**src/rtl/disp_manager_if.sv**
```systemverilog
// Word handshake between the CDC read side and the display stage.
// valid/ready: a word transfers on a rising clk edge where data_valid && data_ready; data is held while valid and not ready.
interface disp_manager_if;
  logic        data_valid;
  logic [15:0] data;
  logic        data_ready;
  logic [1:0]  dbg_state;

  modport master (output data_valid, output data, input data_ready, input dbg_state);
  modport slave  (input data_valid, input data, output data_ready, output dbg_state);
endinterface

```
**src/rtl/disp_manager.sv**
```systemverilog
// Display stage: double-dabble BCD conversion and 8-digit active-low 7-segment scan.
// Optional macro LZ_BLANK_EN blanks leading zeros in value digits 4..1.
module disp_manager #(
  parameter int REFRESH_DIV = 100000
) (
  input  logic                 clk,
  input  logic                 rst,
  input  logic [2:0]           prog,
  input  logic [1:0]           module_sel,
  disp_manager_if.slave        bus,
  output logic [7:0]           an,
  output logic [7:0]           dec_ddp
);
  localparam int CW = $clog2(REFRESH_DIV + 1);

  typedef enum logic [1:0] {S_IDLE = 2'd0, S_CONV = 2'd1, S_COMMIT = 2'd2} state_t;

  state_t        state_q, state_d;
  logic [4:0]    cnt_q, cnt_d;
  logic [15:0]   bin_q, bin_d;
  logic [19:0]   bcd_q, bcd_d, adj;
  logic [19:0]   disp_q, disp_d;
  logic [CW-1:0] ref_q, ref_d;
  logic [2:0]    scan_q, scan_d;
  logic [7:0]    an_q, an_d, seg_q, seg_d;
  logic [4:1]    lz;

  function automatic logic [7:0] glyph(input logic [3:0] d);
    case (d)
      4'd0: glyph = 8'h03;
      4'd1: glyph = 8'h9F;
      4'd2: glyph = 8'h25;
      4'd3: glyph = 8'h0D;
      4'd4: glyph = 8'h99;
      4'd5: glyph = 8'h49;
      4'd6: glyph = 8'h41;
      4'd7: glyph = 8'h1F;
      4'd8: glyph = 8'h01;
      4'd9: glyph = 8'h09;
      default: glyph = 8'hFF;
    endcase
  endfunction

  assign bus.data_ready = (state_q == S_IDLE);
  assign bus.dbg_state  = state_q;
  assign an      = an_q;
  assign dec_ddp = seg_q;

  always_comb begin
    state_d = state_q;
    cnt_d   = cnt_q;
    bin_d   = bin_q;
    bcd_d   = bcd_q;
    disp_d  = disp_q;
    adj     = bcd_q;
    case (state_q)
      S_IDLE: begin
        if (bus.data_valid) begin
          bin_d   = bus.data;
          bcd_d   = '0;
          cnt_d   = 5'd16;
          state_d = S_CONV;
        end
      end
      S_CONV: begin
        for (int i = 0; i < 5; i++) begin
          if (bcd_q[4*i +: 4] >= 4'd5) adj[4*i +: 4] = bcd_q[4*i +: 4] + 4'd3;
        end
        {bcd_d, bin_d} = {adj[18:0], bin_q, 1'b0};
        cnt_d = cnt_q - 5'd1;
        if (cnt_q == 5'd1) state_d = S_COMMIT;
      end
      S_COMMIT: begin
        disp_d  = bcd_q;
        state_d = S_IDLE;
      end
      default: state_d = S_IDLE;
    endcase
  end

  // Leading-zero mask derived from the committed value only.
  always_comb begin
    lz = '0;
`ifdef LZ_BLANK_EN
    lz[4] = (disp_q[19:16] == 4'd0);
    lz[3] = lz[4] && (disp_q[15:12] == 4'd0);
    lz[2] = lz[3] && (disp_q[11:8] == 4'd0);
    lz[1] = lz[2] && (disp_q[7:4] == 4'd0);
`endif
  end

  always_comb begin
    ref_d  = ref_q + CW'(1);
    scan_d = scan_q;
    if (ref_q == CW'(REFRESH_DIV - 1)) begin
      ref_d  = '0;
      scan_d = scan_q + 3'd1;
    end
    an_d = ~(8'h01 << scan_q);
    case (scan_q)
      3'd0: seg_d = glyph(disp_q[3:0]);
      3'd1: seg_d = lz[1] ? 8'hFF : glyph(disp_q[7:4]);
      3'd2: seg_d = lz[2] ? 8'hFF : glyph(disp_q[11:8]);
      3'd3: seg_d = lz[3] ? 8'hFF : glyph(disp_q[15:12]);
      3'd4: seg_d = lz[4] ? 8'hFF : glyph(disp_q[19:16]);
      3'd6: seg_d = (module_sel == 2'd1) ? 8'h71 : (module_sel == 2'd2) ? 8'hE1 : 8'hFF;
      3'd7: seg_d = glyph({1'b0, prog});
      default: seg_d = 8'hFF;
    endcase
  end

  always_ff @(posedge clk or posedge rst) begin
    if (rst) begin
      state_q <= S_IDLE;
      cnt_q   <= '0;
      bin_q   <= '0;
      bcd_q   <= '0;
      disp_q  <= '0;
      ref_q   <= '0;
      scan_q  <= '0;
      an_q    <= 8'hFF;
      seg_q   <= 8'hFF;
    end else begin
      state_q <= state_d;
      cnt_q   <= cnt_d;
      bin_q   <= bin_d;
      bcd_q   <= bcd_d;
      disp_q  <= disp_d;
      ref_q   <= ref_d;
      scan_q  <= scan_d;
      an_q    <= an_d;
      seg_q   <= seg_d;
    end
  end
endmodule

```
**src/flat_wrapper.sv**
```systemverilog
// flat-port wrapper written by rule: the top's interface ports become plain ports
module disp_manager_flat 
#(
  parameter int REFRESH_DIV = 100000
)
  (clk, rst, prog, module_sel, an, dec_ddp, bus_data_valid, bus_data, bus_data_ready, bus_dbg_state);
  disp_manager_if bus_i ();
  input  logic clk;
  input  logic rst;
  input  logic [2:0] prog;
  input  logic [1:0] module_sel;
  output logic [7:0] an;
  output logic [7:0] dec_ddp;
  input wire logic [$bits(bus_i.data_valid)-1:0] bus_data_valid;
  input wire logic [$bits(bus_i.data)-1:0] bus_data;
  output wire logic [$bits(bus_i.data_ready)-1:0] bus_data_ready;
  output wire logic [$bits(bus_i.dbg_state)-1:0] bus_dbg_state;
  assign bus_i.data_valid = bus_data_valid;
  assign bus_i.data = bus_data;
  assign bus_data_ready = bus_i.data_ready;
  assign bus_dbg_state = bus_i.dbg_state;
  disp_manager #(.REFRESH_DIV(REFRESH_DIV)) u_core (.clk(clk), .rst(rst), .prog(prog), .module_sel(module_sel), .bus(bus_i), .an(an), .dec_ddp(dec_ddp));
endmodule
```
**config.mk**
```make
export PLATFORM = sky130hd
export DESIGN_NAME = disp_manager_flat
export DESIGN_NICKNAME = d
export VERILOG_FILES = /design/src/rtl/disp_manager_if.sv /design/src/rtl/disp_manager.sv /design/src/flat_wrapper.sv
export SDC_FILE = /design/constraint.sdc
export NUM_CORES = 1
export LEC_CHECK = 0
export ABC_AREA = 0
export CORE_UTILIZATION = 55
export CTS_CLUSTER_SIZE = 12
export DETAILED_ROUTE_END_ITERATION = 10
export PLACE_DENSITY = 0.76
export SLEW_MARGIN = 20
export SYNTH_ARGS = -nofsm -noshare
export SYNTH_HDL_FRONTEND = slang
export SYNTH_SLANG_ARGS = --single-unit
```
**constraint.sdc**
```tcl
create_clock -name clk -period 9.62 [get_ports clk]
set_input_delay 1.924 -clock clk [delete_from_list [all_inputs] [get_ports clk]]
set_output_delay 1.924 -clock clk [all_outputs]
set_load 0.05 [all_outputs]
```
==> reports/qor.txt <==
Status -> completed
Slowest stage delay, CP -> 0.95 ns
Pre-antenna DRT Iters -> 4
Clock Latency Late Sink -> 0.36 ns
Worst setup path class -> reg2out
Worst path bufs/invs -> 1
Synthesized Nets -> 679
Fillers -> 865
Power density over cell area -> 239 nW/um^2
Drt first-iter violations -> 260
Synth top area share -> 0.353
Synth cell count leaders -> dfrtp_1 (83), ha_1 (56), o21ai_0 (45), nand2_1 (42)
Max Fanout on Critical Path -> 34
Largest cells by area after synthesis -> dfrtp_1 (35%), ha_1 (12%), dfstp_2 (6.7%)
TritonCTS Sinks -> 98
Chip width -> 105 um
Synth-to-layout area growth -> 11.1%
Gr ovfl total -> 0
Synth unique cells -> 67
Fin nets -> 703
Vias in the first global route -> 4,292
Initial Utilization -> 0.569
Largest net degree at the start of global routing -> 51
Ys async rst share -> 1.00
Max clock buf depth -> 2
Critical Path Sink Type -> output port
Synth Register Bits -> 98
Clock-pin slew on the worst setup and hold paths -> 0.09 ns
Slowest CP cell -> clkdlybuf4s50_1
Final WL -> 12,000 um
Core footprint -> 10,300 um^2
Resize count post-CTS -> 0
Ant. Diodes -> 0
Mapped Cells -> 599
Worst Clk Skew -> 0.00786 ns
Die Y -> 105 um
DR vias/cell -> 5.78
Antenna Nets Post-Route -> 0
Layout cell share with drive strength beyond 1 -> 0.0908
Wirelength per Cell -> 15.8 um
Post-Syn Area -> 5880 um^2
# IOs -> 43
Worst min-delay path category -> reg2reg
P_leak -> 2.84 nW
Cts hold-fix bufs -> 0
Worst path required time -> 7.70 ns
Largest family of logic cells by synthesized area -> compound AO/OA/AOI/OAI gates
Setup TNS -> 0 ns
Post-synth EDFFs -> 0
Most common cell in the netlist -> dfrtp_1
DIE AREA -> 11,100 um^2
Gpl congestion -> 0.893
Most used DFF post-synth -> dfrtp_1
Final hold violations -> 0
Routed via count -> 4,416
Postcts setup bufs -> 0
XOR/XNOR Fraction of Synth Area -> 0.0388
Hold slack -> 0.492 ns
Root Driver -> clkbuf_8
Compound-Gate Fraction of Synth Area -> 0.173
R2r setup slk -> 7.16 ns
Fmax -> 242 MHz
# rows -> 37
DP Area -> 6350 um^2
Max VDD drop -> 0.140 mV
Final Setup Violations -> 0
Post-synthesis simple-gate area fraction -> 0.159
Mux contribution to synthesized area -> 0.0400
Period utilization -> 0.430
Gr usage total -> 0.231
First-pass GRT wire length -> 20,500 um
Slew Viols, Final -> 0
Pre-CTS setup slack -> 5.90 ns
I/O Buffers -> 41
Yosys warning count -> 0
Slew @ Worst Pin -> 0.887 ns
Critical path's top delay family -> buffers and inverters
Antenna violations before repair -> 0
Drt drc -> 0
CTS tree -> built
Dpl hpwl -> 8750 um
CTS Buf Count -> 9
Layout Cell Area excl Fill -> 6530 um^2
RSZ-0062 raised after global routing -> no
Crit-path cells -> clkdlybuf4s50_1
Adder-cell area share of the yosys netlist -> 0.119
Synthesized area per cell -> 9.81 um^2
MaxCap Viol Count -> 0
H-Tree Level Count -> 3
CP Launch Type -> register
Slew margin rel. -> 0.408
Final min period -> 4.14 ns
Crit path DAT -> 2.21 ns
Post-synth top area cell -> dfrtp_1
Sequential share of the synthesized area -> 0.421
PnR worst setup slack -> 5.48 ns
sequential cells by signal, indices dropped and copies added, names as in the netlist:
name                  flops
u_core.bin_q             16
u_core.cnt_q              5
u_core.disp_q            20
u_core.bus.dbg_state      2
u_core.bcd_q             20
u_core.scan_q             3
u_core.an                 8
u_core.ref_q             17
u_core.dec_ddp            7
tightest hold or removal path, cell delays in order (launching register included):
cell and delay [ns]:
dfrtp_1 0.36, nand2_1 0.05, o21ai_0 0.06
layer usage:
layer	vias up	GRT usage	part of all wire
met1	2139	0.306	0.46
met4	0	0.111	0.028
li1	2163	-	-
met2	88	0.376	0.49
met3	26	0.0297	0.030
met5	-	0	0
power breakdown:
part	internal (mW)	switching, mW	total (mW)	leakage (nW)
combinational	0.292	0.360	0.652	1.51
clock	0.102	0.143	0.246	0.0859
sequential	0.529	0.136	0.664	1.24
total	0.923	0.639	1.56	2.84
cells in the final DEF, fill, tap and decap left out, types with 4 or more instances in the layout:
cell and count:
a211oi_1 4, ha_1 56, o221ai_1 7, a22o_1 4, nand2_1 42, a22oi_1 5, o22ai_1 14, o21a_1 5
mux2_2 12, nand4_1 11, a32o_1 5, nor2_1 24, mux2i_1 10, dfrtp_1 83, xor2_1 7, clkdlybuf4s50_1 41
clkbuf_8 10, o21ai_0 45, nor3_1 4, and4_1 4, o31ai_1 6, xnor2_1 19, a21oi_1 41, and3b_1 11
nand2b_1 18, dfstp_2 15, inv_1 40, nand3_1 10, nor2b_1 16
cell type report:
| type | count | area [um^2] | area share |
|---|---|---|---|
| clock inverters | 5 | 37.5 | 0.00575 |
| flip-flops and latches | 98 | 2470 | 0.378 |
| clock buffers | 11 | 141 | 0.0217 |
| repair buffers | 44 | 433 | 0.0663 |
| multi-input cells | 429 | 3120 | 0.478 |
| inverters | 41 | 155 | 0.0238 |
| well taps | 136 | 170 | 0.0261 |
worst paths after layout:
kind / start / cells past startpoint / to
worst max-delay path: u_core.bus.dbg_state[0] / 1 / bus_dbg_state[0]
worst min-delay path: u_core.bin_q[6] / 2 / u_core.bin_q[6]
worst max register to register: u_core.bus.dbg_state[0] / 4 / u_core.cnt_q[3]
worst min register to register: u_core.bin_q[6] / 2 / u_core.bin_q[6]
max in group asynchronous: rst / 3 / u_core.ref_q[16]
min in group asynchronous: rst / 2 / u_core.bcd_q[1]
stage by stage:
step,util,cells,total power [mW]
6_report,0.632,764,1.56
5_1_grt,0.632,764,1.69
4_1_cts,0.632,764,1.57
3_5_place_dp,0.615,748,1.32
3_3_place_gp,0.615,748,1.28
2_1_floorplan,-,599,1.14
cells by family after synthesis:
group	Yosys count
other cells	1
simple gates	165
flops	98
mux	22
xor+xnor	26
fa+ha+maj	56
compound gates	159
buf+inv	72
Power figures use the tool's default switching activity.
